--- src/rtl/msdf_seq_ctrl_if.sv ---
// Arith-side port bundle of the MSDF sequencer: run control, X/Y operand RAM
// read port, arithmetic pipeline hand-off, Z result RAM write port and status.
interface msdf_seq_ctrl_if #(
  parameter int DATA_WIDTH = 32,
  parameter int ADDR_WIDTH = 11
);
  logic                  start;
  logic                  abort;
  logic [ADDR_WIDTH-1:0] op_base;
  logic [ADDR_WIDTH-1:0] res_base;
  logic [ADDR_WIDTH:0]   count;
  logic [ADDR_WIDTH-1:0] addr_op;
  logic [DATA_WIDTH-1:0] q_x;
  logic [DATA_WIDTH-1:0] q_y;
  logic [DATA_WIDTH-1:0] op_x;
  logic [DATA_WIDTH-1:0] op_y;
  logic                  op_valid;
  logic [DATA_WIDTH-1:0] res_in;
  logic [ADDR_WIDTH-1:0] addr_res;
  logic [DATA_WIDTH-1:0] data_res;
  logic                  we_res;
  logic                  busy;
  logic                  done;
  logic [31:0]           cycle_count;

  modport master (
    input  start, abort, op_base, res_base, count, q_x, q_y, res_in,
    output addr_op, op_x, op_y, op_valid, addr_res, data_res, we_res,
           busy, done, cycle_count
  );

  modport slave (
    output start, abort, op_base, res_base, count, q_x, q_y, res_in,
    input  addr_op, op_x, op_y, op_valid, addr_res, data_res, we_res,
           busy, done, cycle_count
  );
endinterface

--- src/rtl/msdf_seq_ctrl.sv ---
// Streams N operand pairs from the X/Y RAMs through a fixed-latency MSDF unit
// and writes the results to Z. Optional perf counter: MSDF_SEQ_PERF_CNT_EN.
module msdf_seq_ctrl #(
  parameter int DATA_WIDTH = 32,
  parameter int ADDR_WIDTH = 11,
  parameter int LATENCY    = 4
) (
  input logic              ram_clock,
  input logic              resetn,
  msdf_seq_ctrl_if.master  bus
);

  typedef enum logic [1:0] {
    S_IDLE,
    S_ISSUE,
    S_DRAIN,
    S_DONE
  } state_t;

  localparam logic [ADDR_WIDTH:0] N_MAX   = {1'b1, {ADDR_WIDTH{1'b0}}};
  localparam logic [ADDR_WIDTH:0] IDX_ONE = {{ADDR_WIDTH{1'b0}}, 1'b1};

  state_t                state, state_nxt;
  logic [ADDR_WIDTH:0]   n_req;
  logic [ADDR_WIDTH:0]   n_lat;
  logic [ADDR_WIDTH:0]   iss_idx;
  logic [ADDR_WIDTH:0]   wr_idx;
  logic [ADDR_WIDTH-1:0] res_base_lat;
  logic                  accept;
  logic                  kill;
  logic                  last_issue;
  logic                  last_write;
  logic                  rd_vld;
  logic                  dl_out;
  logic [LATENCY-1:0]    vld_dly;

  always_comb begin
    n_req      = (bus.count > N_MAX) ? N_MAX : bus.count;
    accept     = (state == S_IDLE) && bus.start && !bus.abort;
    kill       = bus.abort && ((state == S_ISSUE) || (state == S_DRAIN));
    last_issue = (state == S_ISSUE) && (iss_idx == (n_lat - IDX_ONE));
    // wr_idx already counts the write currently on the bus
    last_write = bus.we_res && (wr_idx == n_lat);
    dl_out     = vld_dly[LATENCY-1];
  end

  always_ff @(posedge ram_clock) begin
    if (!resetn) state <= S_IDLE;
    else         state <= state_nxt;
  end

  always_comb begin
    state_nxt = state;
    bus.busy  = 1'b0;
    bus.done  = 1'b0;
    case (state)
      S_IDLE: begin
        if (accept) state_nxt = (n_req == '0) ? S_DONE : S_ISSUE;
      end
      S_ISSUE: begin
        bus.busy = 1'b1;
        if (bus.abort)      state_nxt = S_IDLE;
        else if (last_issue) state_nxt = S_DRAIN;
      end
      S_DRAIN: begin
        bus.busy = 1'b1;
        if (bus.abort)      state_nxt = S_IDLE;
        else if (last_write) state_nxt = S_DONE;
      end
      S_DONE: begin
        bus.done  = 1'b1;
        state_nxt = S_IDLE;
      end
      default: state_nxt = S_IDLE;
    endcase
  end

  always_ff @(posedge ram_clock) begin
    if (!resetn) begin
      bus.addr_op  <= '0;
      bus.op_x     <= '0;
      bus.op_y     <= '0;
      bus.op_valid <= 1'b0;
      bus.addr_res <= '0;
      bus.data_res <= '0;
      bus.we_res   <= 1'b0;
      res_base_lat <= '0;
      n_lat        <= '0;
      iss_idx      <= '0;
      wr_idx       <= '0;
      rd_vld       <= 1'b0;
      vld_dly      <= '0;
    end else begin
      if (accept) begin
        res_base_lat <= bus.res_base;
        n_lat        <= n_req;
        iss_idx      <= '0;
        if (n_req != '0) bus.addr_op <= bus.op_base;
      end else if ((state == S_ISSUE) && !bus.abort && !last_issue) begin
        bus.addr_op <= bus.addr_op + ADDR_WIDTH'(1);
        iss_idx     <= iss_idx + IDX_ONE;
      end

      // q_x/q_y lag the presented address by one cycle (registered RAM)
      rd_vld       <= (state == S_ISSUE) && !bus.abort;
      bus.op_valid <= rd_vld && !kill;
      if (rd_vld) begin
        bus.op_x <= bus.q_x;
        bus.op_y <= bus.q_y;
      end

      vld_dly[0] <= bus.op_valid && !kill;
      for (int unsigned k = 1; k < LATENCY; k++) begin
        vld_dly[k] <= vld_dly[k-1] && !kill;
      end

      bus.we_res <= dl_out && !kill;
      if (dl_out && !kill) begin
        bus.data_res <= bus.res_in;
        bus.addr_res <= res_base_lat + wr_idx[ADDR_WIDTH-1:0];
        wr_idx       <= wr_idx + IDX_ONE;
      end
      if (accept) wr_idx <= '0;
    end
  end

`ifdef MSDF_SEQ_PERF_CNT_EN
  logic [31:0] cyc_cnt;

  always_ff @(posedge ram_clock) begin
    if (!resetn)       cyc_cnt <= '0;
    else if (accept)   cyc_cnt <= '0;
    else if (bus.busy) cyc_cnt <= cyc_cnt + 32'd1;
  end

  assign bus.cycle_count = cyc_cnt;
`else
  assign bus.cycle_count = '0;
`endif

endmodule

--- src/flat_wrapper.sv ---
// flat-port wrapper written by rule: the top's interface ports become plain ports
module msdf_seq_ctrl_flat 
#(
  parameter int DATA_WIDTH = 32,
  parameter int ADDR_WIDTH = 11,
  parameter int LATENCY    = 4
)
  (ram_clock, resetn, bus_start, bus_abort, bus_op_base, bus_res_base, bus_count, bus_q_x, bus_q_y, bus_res_in, bus_addr_op, bus_op_x, bus_op_y, bus_op_valid, bus_addr_res, bus_data_res, bus_we_res, bus_busy, bus_done, bus_cycle_count);
  msdf_seq_ctrl_if #(.DATA_WIDTH(DATA_WIDTH), .ADDR_WIDTH(ADDR_WIDTH)) bus_i ();
  input logic ram_clock;
  input logic resetn;
  input wire logic [$bits(bus_i.start)-1:0] bus_start;
  input wire logic [$bits(bus_i.abort)-1:0] bus_abort;
  input wire logic [$bits(bus_i.op_base)-1:0] bus_op_base;
  input wire logic [$bits(bus_i.res_base)-1:0] bus_res_base;
  input wire logic [$bits(bus_i.count)-1:0] bus_count;
  input wire logic [$bits(bus_i.q_x)-1:0] bus_q_x;
  input wire logic [$bits(bus_i.q_y)-1:0] bus_q_y;
  input wire logic [$bits(bus_i.res_in)-1:0] bus_res_in;
  output wire logic [$bits(bus_i.addr_op)-1:0] bus_addr_op;
  output wire logic [$bits(bus_i.op_x)-1:0] bus_op_x;
  output wire logic [$bits(bus_i.op_y)-1:0] bus_op_y;
  output wire logic [$bits(bus_i.op_valid)-1:0] bus_op_valid;
  output wire logic [$bits(bus_i.addr_res)-1:0] bus_addr_res;
  output wire logic [$bits(bus_i.data_res)-1:0] bus_data_res;
  output wire logic [$bits(bus_i.we_res)-1:0] bus_we_res;
  output wire logic [$bits(bus_i.busy)-1:0] bus_busy;
  output wire logic [$bits(bus_i.done)-1:0] bus_done;
  output wire logic [$bits(bus_i.cycle_count)-1:0] bus_cycle_count;
  assign bus_i.start = bus_start;
  assign bus_i.abort = bus_abort;
  assign bus_i.op_base = bus_op_base;
  assign bus_i.res_base = bus_res_base;
  assign bus_i.count = bus_count;
  assign bus_i.q_x = bus_q_x;
  assign bus_i.q_y = bus_q_y;
  assign bus_i.res_in = bus_res_in;
  assign bus_addr_op = bus_i.addr_op;
  assign bus_op_x = bus_i.op_x;
  assign bus_op_y = bus_i.op_y;
  assign bus_op_valid = bus_i.op_valid;
  assign bus_addr_res = bus_i.addr_res;
  assign bus_data_res = bus_i.data_res;
  assign bus_we_res = bus_i.we_res;
  assign bus_busy = bus_i.busy;
  assign bus_done = bus_i.done;
  assign bus_cycle_count = bus_i.cycle_count;
  msdf_seq_ctrl #(.DATA_WIDTH(DATA_WIDTH), .ADDR_WIDTH(ADDR_WIDTH), .LATENCY(LATENCY)) u_core (.ram_clock(ram_clock), .resetn(resetn), .bus(bus_i));
endmodule
--- config.mk ---
export PLATFORM = sky130hd
export DESIGN_NAME = msdf_seq_ctrl_flat
export DESIGN_NICKNAME = d
export VERILOG_FILES = /design/src/rtl/msdf_seq_ctrl_if.sv /design/src/rtl/msdf_seq_ctrl.sv /design/src/flat_wrapper.sv
export SDC_FILE = /design/constraint.sdc
export NUM_CORES = 1
export LEC_CHECK = 0
export CORE_UTILIZATION = 30
export DETAILED_ROUTE_END_ITERATION = 10
export GPL_TIMING_DRIVEN = 0
export PLACE_DENSITY = 0.62
export SLEW_MARGIN = 30
export SYNTH_ARGS = -nofsm -noshare
export SYNTH_HDL_FRONTEND = slang
export SYNTH_SLANG_ARGS = --single-unit
--- constraint.sdc ---
create_clock -name ram_clock -period 4.4 [get_ports ram_clock]
set_clock_uncertainty 0.2 [all_clocks]
set_input_delay 0.88 -clock ram_clock [delete_from_list [all_inputs] [get_ports ram_clock]]
set_output_delay 0.88 -clock ram_clock [all_outputs]
set_load 0.02 [all_outputs]
Yosys cells after proc, flatten, opt, wreduce, memory -nomap -nowiden
Cells that the tools add are included. W data, S select, Z words.

Register bits: 174. Latch bits: 0. RAM bits: 0. ROM bits: 0. Bits of input ports: 134. Output and inout port bits: 154. Logic and storage cells: 68. Memories kept: 0.

Add/sub/neg operators: 5. Multiply operators: 0. Div/mod/pow operators: 0. Magnitude comparators: 1. Equality and inequality tests: 9. Shift-type cells: 0. Mux-type cells: 13. Bitwise operators: 1. Reductions and logical operators: 25.

Operators with widths (count): $mux W11 (3); $add A12 B1 Y12 const B (2); $eq A12 B12 Y1 (2); $logic_and A1 B1 Y1 (13); $gt A12 B12 Y1 const B (1); $logic_not A12 Y1 (1); $mux W12 (1); $mux W2 (6); $reduce_bool A12 Y1 (1); $sub A12 B1 Y12 const B (1); $add A11 B1 Y11 const B (1); $add A11 B11 Y11 (1); $pmux W2 S4 (1); $ne A3 B2 Y1 const B (2); $eq A2 B2 Y1 const B (2); $reduce_or A2 Y1 (2); $logic_not A1 Y1 (3); $reduce_and A3 Y1 (1); $eq A2 B1 Y1 const B (1); $logic_not A2 Y1 (1); $mux W1 (2); $ne A2 B1 Y1 const B (1); $ne A2 B2 Y1 const B (1); $reduce_and A2 Y1 (1); 3 further kinds (3).

Logic depth before layout (Yosys ltp)
Gate-level depths: netlist of run 1.

Depth after elaboration: 7. Gate-level depth with buffers: 13. Mapped depth without buffers: 11.

Worst setup path before layout of run 1
Ideal clock, no wire load.

Path type: flip-flop to flip-flop. Start: register u_core.n_lat[0]. End: register u_core.bus.addr_op[2]. Setup time: 122 ps. Data arrival time: 2712 ps. Required time: 4078 ps. Setup slack: 1367 ps. Cell stages (with the launch flop): 14. Buffers on the path: 3. Period minus slack after synthesis: 3033 ps. Path through: dfxtp_1 -> clkbuf_1 -> inv_1 -> ha_1 -> clkbuf_1 -> o21ba_2 -> a221o_1 -> a222oi_1 -> and3_1 -> o221ai_2 -> buf_6 -> nand4_1 -> nor2_1 -> a221o_1.

Longest elaborated chain between the ends: 7.

RTL lines: start, declared (RTL line msdf_seq_ctrl.sv:25) `logic [ADDR_WIDTH:0] n_lat;`; start signal, assigned (RTL line msdf_seq_ctrl.sv:96) `n_lat <= n_req;`; $sub A12 B1 Y12 (RTL line msdf_seq_ctrl.sv:41) `last_issue = (state == S_ISSUE) && (iss_idx == (n_lat - IDX_ONE));`; $eq A12 B12 Y1 (RTL line msdf_seq_ctrl.sv:41); $logic_and A1 B1 Y1 (RTL line msdf_seq_ctrl.sv:41); $logic_not A1 Y1 (RTL line msdf_seq_ctrl.sv:99) `end else if ((state == S_ISSUE) && !bus.abort && !last_issue) begin`; $logic_and A1 B1 Y1 (RTL line msdf_seq_ctrl.sv:99); $reduce_bool A2 Y1 (no line); $reduce_and A2 Y1 (no line); end signal, assigned (RTL line msdf_seq_ctrl.sv:98) `if (n_req != '0) bus.addr_op <= bus.op_base;`; end signal, assigned (RTL line msdf_seq_ctrl.sv:100) `bus.addr_op <= bus.addr_op + ADDR_WIDTH'(1);`; end, declared (RTL line msdf_seq_ctrl_if.sv:28) `output addr_op, op_x, op_y, op_valid, addr_res, data_res, we_res,`.

No other way between the ends. A chain may end at the register's enable or synchronous reset.

Worst setup path in the final report of run 1
Same ends and word-level chain as after synthesis.

==> results of run 1 <==
-- power breakdown --
group	internal, mW	switching [mW]	leakage (nW)
Sequential	1.64	0.0518	1.41
Clock	0.937	0.710	0.310
Combinational	0.380	0.382	2.48
-- per-layer routing --
metal | global-route usage | up-vias
li1 | - | 3519
met1 | 0.2258 | 3162
met2 | 0.2735 | 221
met3 | 0.05927 | 12
met4 | 0.03753 | 0
met5 | 0 | -
-- state kept, by name, indices dropped and copies added (netlist names) --
register	flops
u_core.iss_idx	12
u_core.state	2
u_core.bus.we_res	1
u_core.bus.op_x	32
u_core.n_lat	12
u_core.vld_dly	4
u_core.bus.addr_op	11
u_core.wr_idx	12
u_core.bus.op_y	32
u_core.res_base_lat	11
u_core.bus.data_res	32
u_core.bus.op_valid	1
u_core.bus.addr_res	11
u_core.rd_vld	1
-- stage by stage --
stage / worst slack, ns / power (mW) / utilization
finish: 0.9003 / 4.102 / 0.4480
CTS: 0.9218 / 4.158 / 0.4480
global route: 0.6567 / 4.288 / 0.4480
detailed placement: 0.7589 / 2.494 / 0.4237
global placement: 0.8071 / 2.487 / 0.4237
floorplan: 1.367 / 2.165 / -
-- area by class of cell --
type                    instances  share of cell area
multi-input cells             632              0.3496
flip-flops and latches        174              0.2984
inverters                      14            0.004501
clock inverters                14             0.01672
repair buffers                255              0.2186
clock buffers                  18             0.03762
well taps                     335             0.03590
plain buffers                  84             0.03869
-- path summary, 6_finish.rpt --
path / start / end / slack, ns / cells past startpoint
max: u_core.n_lat[0]$_SDFFE_PN0P_ / u_core.bus.addr_op[2]$_SDFFE_PN0P_ / 0.90 / 13
min: u_core.bus.data_res[13]$_SDFFE_PN0P_ / u_core.bus.data_res[13]$_SDFFE_PN0P_ / 0.26 / 2
min reg2reg: u_core.bus.data_res[13]$_SDFFE_PN0P_ / u_core.bus.data_res[13]$_SDFFE_PN0P_ / 0.26 / 2
max reg2reg: u_core.n_lat[0]$_SDFFE_PN0P_ / u_core.bus.addr_op[2]$_SDFFE_PN0P_ / 0.90 / 13
-- cell usage in the layout, fill, tap and decap left out, types with 17 or more instances in the layout --
master / n
clkbuf_16: 17
a21boi_0: 49
ha_1: 18
o21ai_0: 24
buf_4: 34
nor2_1: 30
a21oi_1: 17
conb_1: 32
nor2b_1: 68
xnor2_1: 25
dfxtp_1: 174
mux2i_1: 66
xor2_1: 26
clkdlybuf4s50_1: 255
clkbuf_1: 46
nand2_1: 141
-- synthesized netlist by cell type (14+ instances only) --
master and number:
ha_1 18, buf_4 34, mux2i_1 66, a21boi_0 49, nor2b_1 68, nand2_1 141, o21ai_0 24, xnor2_1 25
and3_1 14, clkbuf_1 46, inv_1 14, dfxtp_1 174, xor2_1 26, a21oi_1 17, nor2_1 30
-- worst register-to-register path: stages (launching register included) --
cell and delay (ns):
dfxtp_1 0.31, clkbuf_1 0.35, inv_1 0.11, ha_1 0.22, clkbuf_1 0.24, o21ba_2 0.26, a221o_1 0.34, a222oi_1 0.30
and3_1 0.22, o221ai_2 0.22, buf_6 0.23, nand4_1 0.09, nor2_1 0.05, a221o_1 0.25
-- cells by family after synthesis --
family / synth area share
flip-flops: 0.4380
AO/OA/AOI/OAI: 0.1227
AND/OR/NAND/NOR: 0.2053
XOR/XNOR: 0.05617
adder cells (fa/ha/maj): 0.03084
multiplexers: 0.08307
other: 0.0004715
buffers and inverters: 0.06340
==> impl_metrics.ini, run 1 <==
[outcome]
status = complete, no violations

[worst_setup_path]
cp_cell_sequence = clkbuf_1, inv_1, ha_1, clkbuf_1, o21ba_2, a221o_1, a222oi_1, and3_1, o221ai_2, buf_6, nand4_1, nor2_1, a221o_1
required_ns = 4.51
cp_slowest_cell = clkbuf_1
critPathTopFamily = compound AO/OA/AOI/OAI gates
cpPeakStageDelay_ns = 0.35
arrival_ns = 3.61
critPathKind = flop to flop
end_kind = flop
start_kind = flop
crit_fanout = 10
cp_num_buf_inv = 4

[synthesis]
synth_ff_type = dfxtp_1
synth-seq-cells = 174
synth_edf_count = 0
syn_area_per_cell_um2 = 9.110
yosysTopAreaCell = dfxtp_1
yosysSeqAreaShare = 0.4380
synthDistinctLibCells = 53
synthArstFlopShare = 0
netlist_top_cells_area = dfxtp_1 44%, mux2i_1 8.3%, nand2_1 6.7%
yosys_warnings = 0
syn_inst = 873
yosysTopAreaCellShare = 0.4380
syn-cell-area_um2 = 7953

[layout]
synthToLayoutAreaGrowth_pct = 46.81
drive_gt1_frac = 0.06465
multi_input_area_um2 = 4081
fillers = 2553
nets = 1331
final_cell_area_um2 = 11670
final-seq-area_um2 = 3483
fin_cells = 1526
num_antenna_cells = 0

[placement]
dpl.cell_count = 1494
portBuffers = 255
gp_congestion = 0.8335
place_area_um2 = 11040
hpwlAfterDp_um = 18010

[cts]
insertion_delay_ns = 0.42
clk_pin_slew_worst_paths_ns = 0.07
clock-root-buffer = clkbuf_16
clock-sinks = 174
clock_path_buffers = 2
post-cts-setup-buffers = 0
cts_buffers = 17
cts_hold_buffers = 0
ctsResizeCount = 0
htreeDepth = 4
cts_tree = built

[routing]
first_pass_iters = 4
drc = 0
wl_met1_um = 10710
routed_wl_um = 23510
route.met2.wl_um = 10780
drt_iter0_drc = 319
ant_nets = 0
wl_per_cell_um = 15.41
dr_total_vias = 6914
top_layer = met4
wl_met3_um = 1875
viasPerCell = 4.531

[timing]
finalHoldViolCount = 0
setup_viol = 0
max_freq_mhz = 285.7
fin_hold_ws_ns = 0.2631
period_needed_ns = 3.500
tns_ns = 0
maxSlewHeadroom = 0.4771
worst_pin_slew_ns = 0.7844
post-route-period-util = 0.7954
finalMaxSlewViolations = 0
rsz0062_at_grt = no

[grt]
grt.total_usage = 0.1729
grt_max_degree = 18
grt_overflow = 0
grt_pass1_wl_um = 36120
grt_pass1_vias = 6590
grt_antenna_before_repair = 0

[floorplanning]
dieWidth_um = 164.8
die_y_um = 164.8
start_util = 0.3052
floorplan.io_pins = 288
die_area_um2 = 27160
num_rows = 59
core_um2 = 26060

[power_and_ir_drop]
leakage_nw = 4.201
powerDensity_nw_per_um2 = 351.4
ir_drop_mv = 0.2014

[run]
maxCapViolCount = 0

[min_path]
hold_path_class = flop to flop
(Power assumes the default switching activity.)
==> run 2: changes to the inputs <==
Clock period 4.4 ns to 3.6 ns, I/O delays scaled along.
==> run 2 against run 1 <==
Against the previous run: setup slack worse by 0.68 ns; first-iteration DRC count fell by 4.1%; combinational power up 22%; total power rose by 22%; utilization barely moved.
==> impl_metrics.ini, run 2 (same netlist as run 1, synthesis figures left out) <==
[layout]
multi_input_area_um2 = 4081
fillers = 2553
final_common_cell = clkdlybuf4s50_1
synthToLayoutAreaGrowth_pct = 46.71
nets = 1329
drive_gt1_frac = 0.06476
top_regs = u_core.bus.data_res x32, u_core.bus.op_x x32, u_core.bus.op_y x32
final-seq-area_um2 = 3483
final_cell_mix = 255 x clkdlybuf4s50_1, 174 x dfxtp_1, 141 x nand2_1, 68 x nor2b_1, 66 x mux2i_1
final_cell_area_um2 = 11670
num_antenna_cells = 0

[timing]
finalMaxSlewViolations = 0
fin_hold_ws_ns = 0.2632
post-route-period-util = 0.9378
maxSlewHeadroom = 0.4877
tns_ns = 0
max_freq_mhz = 296.2
worst_pin_slew_ns = 0.7685
setup_viol = 0
rsz0062_at_grt = no
period_needed_ns = 3.376
finalHoldViolCount = 0

[worst_setup_path]
cp_slowest_cell = dfxtp_1
cp_cell_sequence = inv_1, ha_1, clkbuf_1, o21ba_2, a221o_1, a222oi_1, and3_1, o221ai_2, buf_6, nand4_1, nor2_1, a221o_1
cp_num_buf_inv = 3
end_kind = flop
crit_fanout = 10
critPathTopFamily = compound AO/OA/AOI/OAI gates
cpMostUsedCell = a221o_1
cpPeakStageDelay_ns = 0.55
crit_cells = 12
rr_worst_depth = 12
critPathKind = flop to flop
arrival_ns = 3.48
start_kind = flop
required_ns = 3.71

[cts]
htreeDepth = 4
cts_tree = built
clock-sinks = 174
cts_buffers = 17
clock_path_buffers = 2
clock-root-buffer = clkbuf_16
clk_pin_slew_worst_paths_ns = 0.07
cts_hold_buffers = 0
post-cts-setup-buffers = 0
ctsResizeCount = 0
insertion_delay_ns = 0.42

[grt]
grt_max_degree = 18
grt_pass1_vias = 6590
grt_antenna_before_repair = 0
grt_pass1_wl_um = 36120
grt.total_usage = 0.1729
grt_overflow = 0

[placement]
portBuffers = 255
hpwlAfterDp_um = 18010
gp_congestion = 0.8335
place_area_um2 = 11040

[power_and_ir_drop]
leakage_nw = 4.199
powerDensity_nw_per_um2 = 429.7
ir_drop_mv = 0.2461

[run]
maxCapViolCount = 0

[min_path]
hold_path_class = flop to flop
holdPathStages = 2

[routing]
first_pass_iters = 5
drc = 0
drt_iter0_drc = 306
routed_wl_um = 23550
viasPerCell = 4.545
wl_per_cell_um = 15.45
dr_total_vias = 6927
ant_nets = 0

[outcome]
status = complete, no violations

[floorplanning]
die_area_um2 = 27160
floorplan.io_pins = 288
die_y_um = 164.8
core_um2 = 26060
num_rows = 59
dieWidth_um = 164.8
start_util = 0.3052
[run 2: cell count changes in the layout (fill, tap and decap cells not counted), sizes merged]
cell and change:
clkbuf -2
[run 2: layout make-up]
class                   count  share of cell area
well taps                 335             0.03593
clock inverters            14             0.01673
plain buffers              82             0.03807
clock buffers              18             0.03764
repair buffers            255              0.2188
inverters                  14            0.004504
flip-flops and latches    174              0.2986
multi-input cells         632              0.3498
[run 2: power by group]
| group | internal [mW] | total, mW | leakage (nW) | switching [mW] |
|---|---|---|---|---|
| Sequential | 2.01 | 2.07 | 1.41 | 0.0654 |
| Clock | 1.14 | 2.01 | 0.310 | 0.867 |
| Combinational | 0.464 | 0.929 | 2.48 | 0.465 |
[run 2: stage by stage]
| step | util | setup slack, ns | instances | power, mW |
|---|---|---|---|---|
| final | 0.4477 | 0.2238 | 1524 | 5.013 |
| after global routing | 0.4477 | 0.005717 | 1524 | 5.240 |
| after CTS | 0.4480 | 0.1218 | 1526 | 5.082 |
| after detailed placement | 0.4237 | 0.1189 | 1494 | 3.049 |
| after global placement | 0.4237 | 0.1671 | 1494 | 3.040 |
| after floorplan | - | 0.5668 | 904 | 2.646 |
[run 2: worst register-to-register path: cells and delay by family (launching register included)]
kind	cells	cell delay [ns]
adders and majority gates	1	0.21
buffers and inverters	3	0.57
and+or+nand+nor	3	0.36
AOI/OAI and AO/OA	5	1.37
DFF	1	0.55
[run 2: final timing paths]
check,startpoint,slack [ns],to
worst max-delay path,u_core.n_lat[0]$_SDFFE_PN0P_,0.22,u_core.bus.addr_op[2]$_SDFFE_PN0P_
worst min-delay path,u_core.bus.data_res[13]$_SDFFE_PN0P_,0.26,u_core.bus.data_res[13]$_SDFFE_PN0P_
worst min register to register,u_core.bus.data_res[13]$_SDFFE_PN0P_,0.26,u_core.bus.data_res[13]$_SDFFE_PN0P_
worst max register to register,u_core.n_lat[0]$_SDFFE_PN0P_,0.22,u_core.bus.addr_op[2]$_SDFFE_PN0P_
[run 2: routing by layer]
layer,track usage,up-vias,part of all wire
met2,0.2735,223,0.46
met4,0.03753,0,0.0061
li1,-,3511,-
met3,0.05927,12,0.082
met1,0.2258,3181,0.45
met5,0,-,0
==> run 3: changes to the inputs <==
Settings changed: CORE_MARGIN from default to 5.
==> run 3 against run 2 <==
Against the previous run: clock-buffer cell count grew 1; global-route usage shrank 1.3 points; via count shrank 0.49%; critical path depth is the same; sequential power is essentially flat; combinational power grew 0.6%; cell count grew 0.13%; sequential share of layout area grew 0.090 points.
==> impl_metrics.ini, run 3 (same netlist as run 1, synthesis figures left out) <==
[outcome]
status = complete, no violations

[worst_setup_path]
cp_slowest_cell = dfxtp_1
rr_worst_depth = 12
timing.reg2reg.setup_slack_ns = 0.26
arrival_ns = 3.49
cp_cell_sequence = inv_1, ha_1, clkbuf_1, o21ba_2, a221o_1, a222oi_1, and3_1, o221ai_2, nand2_1, buf_4, o221ai_1, a21oi_1
crit_start = u_core.n_lat[0]$_SDFFE_PN0P_
cpPeakStageDelay_ns = 0.55
r2r_end = u_core.bus.addr_op[1]$_SDFFE_PN0P_
crit_fanout = 10
critPathKind = flop to flop
start_kind = flop
reg2reg_from = u_core.n_lat[0]$_SDFFE_PN0P_
end_kind = flop
crit_end = u_core.bus.addr_op[1]$_SDFFE_PN0P_
required_ns = 3.75

[grt]
grt_antenna_before_repair = 2
grt_overflow = 0
grt_max_degree = 17
grt.total_usage = 0.1601
grt_pass1_vias = 6720
grt_pass1_wl_um = 38640

[timing]
rsz0062_at_grt = no
finalMaxSlewViolations = 0
maxSlewHeadroom = 0.4152
setup_viol = 0
finalHoldViolCount = 0
period_needed_ns = 3.344
max_freq_mhz = 299.1
post-route-period-util = 0.9288
tns_ns = 0
worst_pin_slew_ns = 0.8772

[placement]
hpwlAfterDp_um = 19000
portBuffers = 255
gp_congestion = 0.8088

[floorplanning]
core_um2 = 26060
die_area_um2 = 29870
die_y_um = 172.8
dieWidth_um = 172.8
floorplan.io_pins = 288
start_util = 0.3052
num_rows = 59

[run]
maxCapViolCount = 0

[routing]
ant_nets = 0
routed_wl_um = 24640
drc = 0
dr_total_vias = 6893
first_pass_iters = 4
wl_per_cell_um = 16.15
drt_iter0_drc = 343
viasPerCell = 4.517

[layout]
final_cell_mix = 255 x clkdlybuf4s50_1, 174 x dfxtp_1, 141 x nand2_1, 68 x nor2b_1, 66 x mux2i_1
multi_input_area_um2 = 4081
final_common_cell = clkdlybuf4s50_1
drive_gt1_frac = 0.06392
synthToLayoutAreaGrowth_pct = 46.27
nets = 1329
fillers = 2595
final-seq-area_um2 = 3483
top_regs = u_core.bus.data_res x32, u_core.bus.op_x x32, u_core.bus.op_y x32

[cts]
clock-root-buffer = clkbuf_16
clock-sinks = 174
cts_hold_buffers = 0
clk_pin_slew_worst_paths_ns = 0.07
ctsResizeCount = 0
htreeDepth = 4
cts_tree = built
cts_buffers = 17
clock_path_buffers = 2
insertion_delay_ns = 0.42

[power_and_ir_drop]
ir_drop_mv = 0.2823
leakage_nw = 4.166
powerDensity_nw_per_um2 = 422.1
finalPower_mw = 4.910

[min_path]
hold_path_class = flop to flop
hold_path.startpoint = u_core.vld_dly[2]$_SDFF_PN0_
-- run 3: cell count changes in the layout (fill, tap and decap cells not counted), sizes merged --
cell      change
clkinv        +1
inv           -4
diode         +2
clkinvlp      +3
clkbuf        +1
bufinv        -1
-- run 3: per-stage QoR --
stage	utilization	cells	instance area, um^2	setup WS, ns	hold slack, ns
6_report	0.4464	1526	11630	0.2564	0.2583
5_1_grt	0.4463	1525	11630	0.04336	0.2776
4_1_cts	0.4465	1526	11630	0.1125	0.2640
3_5_place_dp	0.4237	1494	11040	0.1460	0.2493
3_3_place_gp	0.4237	1494	11040	0.1260	0.2394
2_1_floorplan	-	904	8069	0.5668	0.2367
-- run 3: worst max-delay path: cells and delay by family, from the launching register on --
family          cells  cell delay (ns)
compound gates      6             1.40
fa+ha+maj           1             0.21
buf+inv             3             0.51
flops               1             0.55
simple gates        2             0.40
-- run 3: what timing repair did --
action | CTS | global route
endpoints found under the setup margin | 0 | 19
buffers inserted | 0 | 0
endpoints found under the hold margin | 0 | 0
-- run 3: layout make-up --
type | instances | area share
diodes | 2 | 0.0004302
plain buffers | 82 | 0.03818
clock buffers | 19 | 0.03808
clock inverters | 13 | 0.01301
inverters | 14 | 0.004518
multi-input cells | 632 | 0.3509
flip-flops and latches | 174 | 0.2995
well taps | 335 | 0.03603
repair buffers | 255 | 0.2194
-- run 3: how the worst min path moves through the flow --
stage                                         endpoint  slack, ns  cells past startpoint
after floorplan           u_core.vld_dly[1]$_SDFF_PN0_       0.24                      1
after global placement    u_core.vld_dly[1]$_SDFF_PN0_       0.24                      1
after detailed placement  u_core.vld_dly[1]$_SDFF_PN0_       0.25                      1
after CTS                 u_core.vld_dly[1]$_SDFF_PN0_       0.26                      1
after global routing      u_core.vld_dly[3]$_SDFF_PN0_       0.28                      1
final                     u_core.vld_dly[3]$_SDFF_PN0_       0.26                      1
-- run 3: where the power goes --
part / switching [mW] / internal (mW)
clock network: 0.847 / 1.06
registers: 0.0642 / 2.01
logic: 0.470 / 0.465
total: 1.38 / 3.53
-- run 3: layer usage --
layer	share of wire	global-route usage
met4	0.012	0.02850
met5	0.00053	0
met1	0.44	0.2048
met3	0.092	0.06900
met2	0.45	0.2555
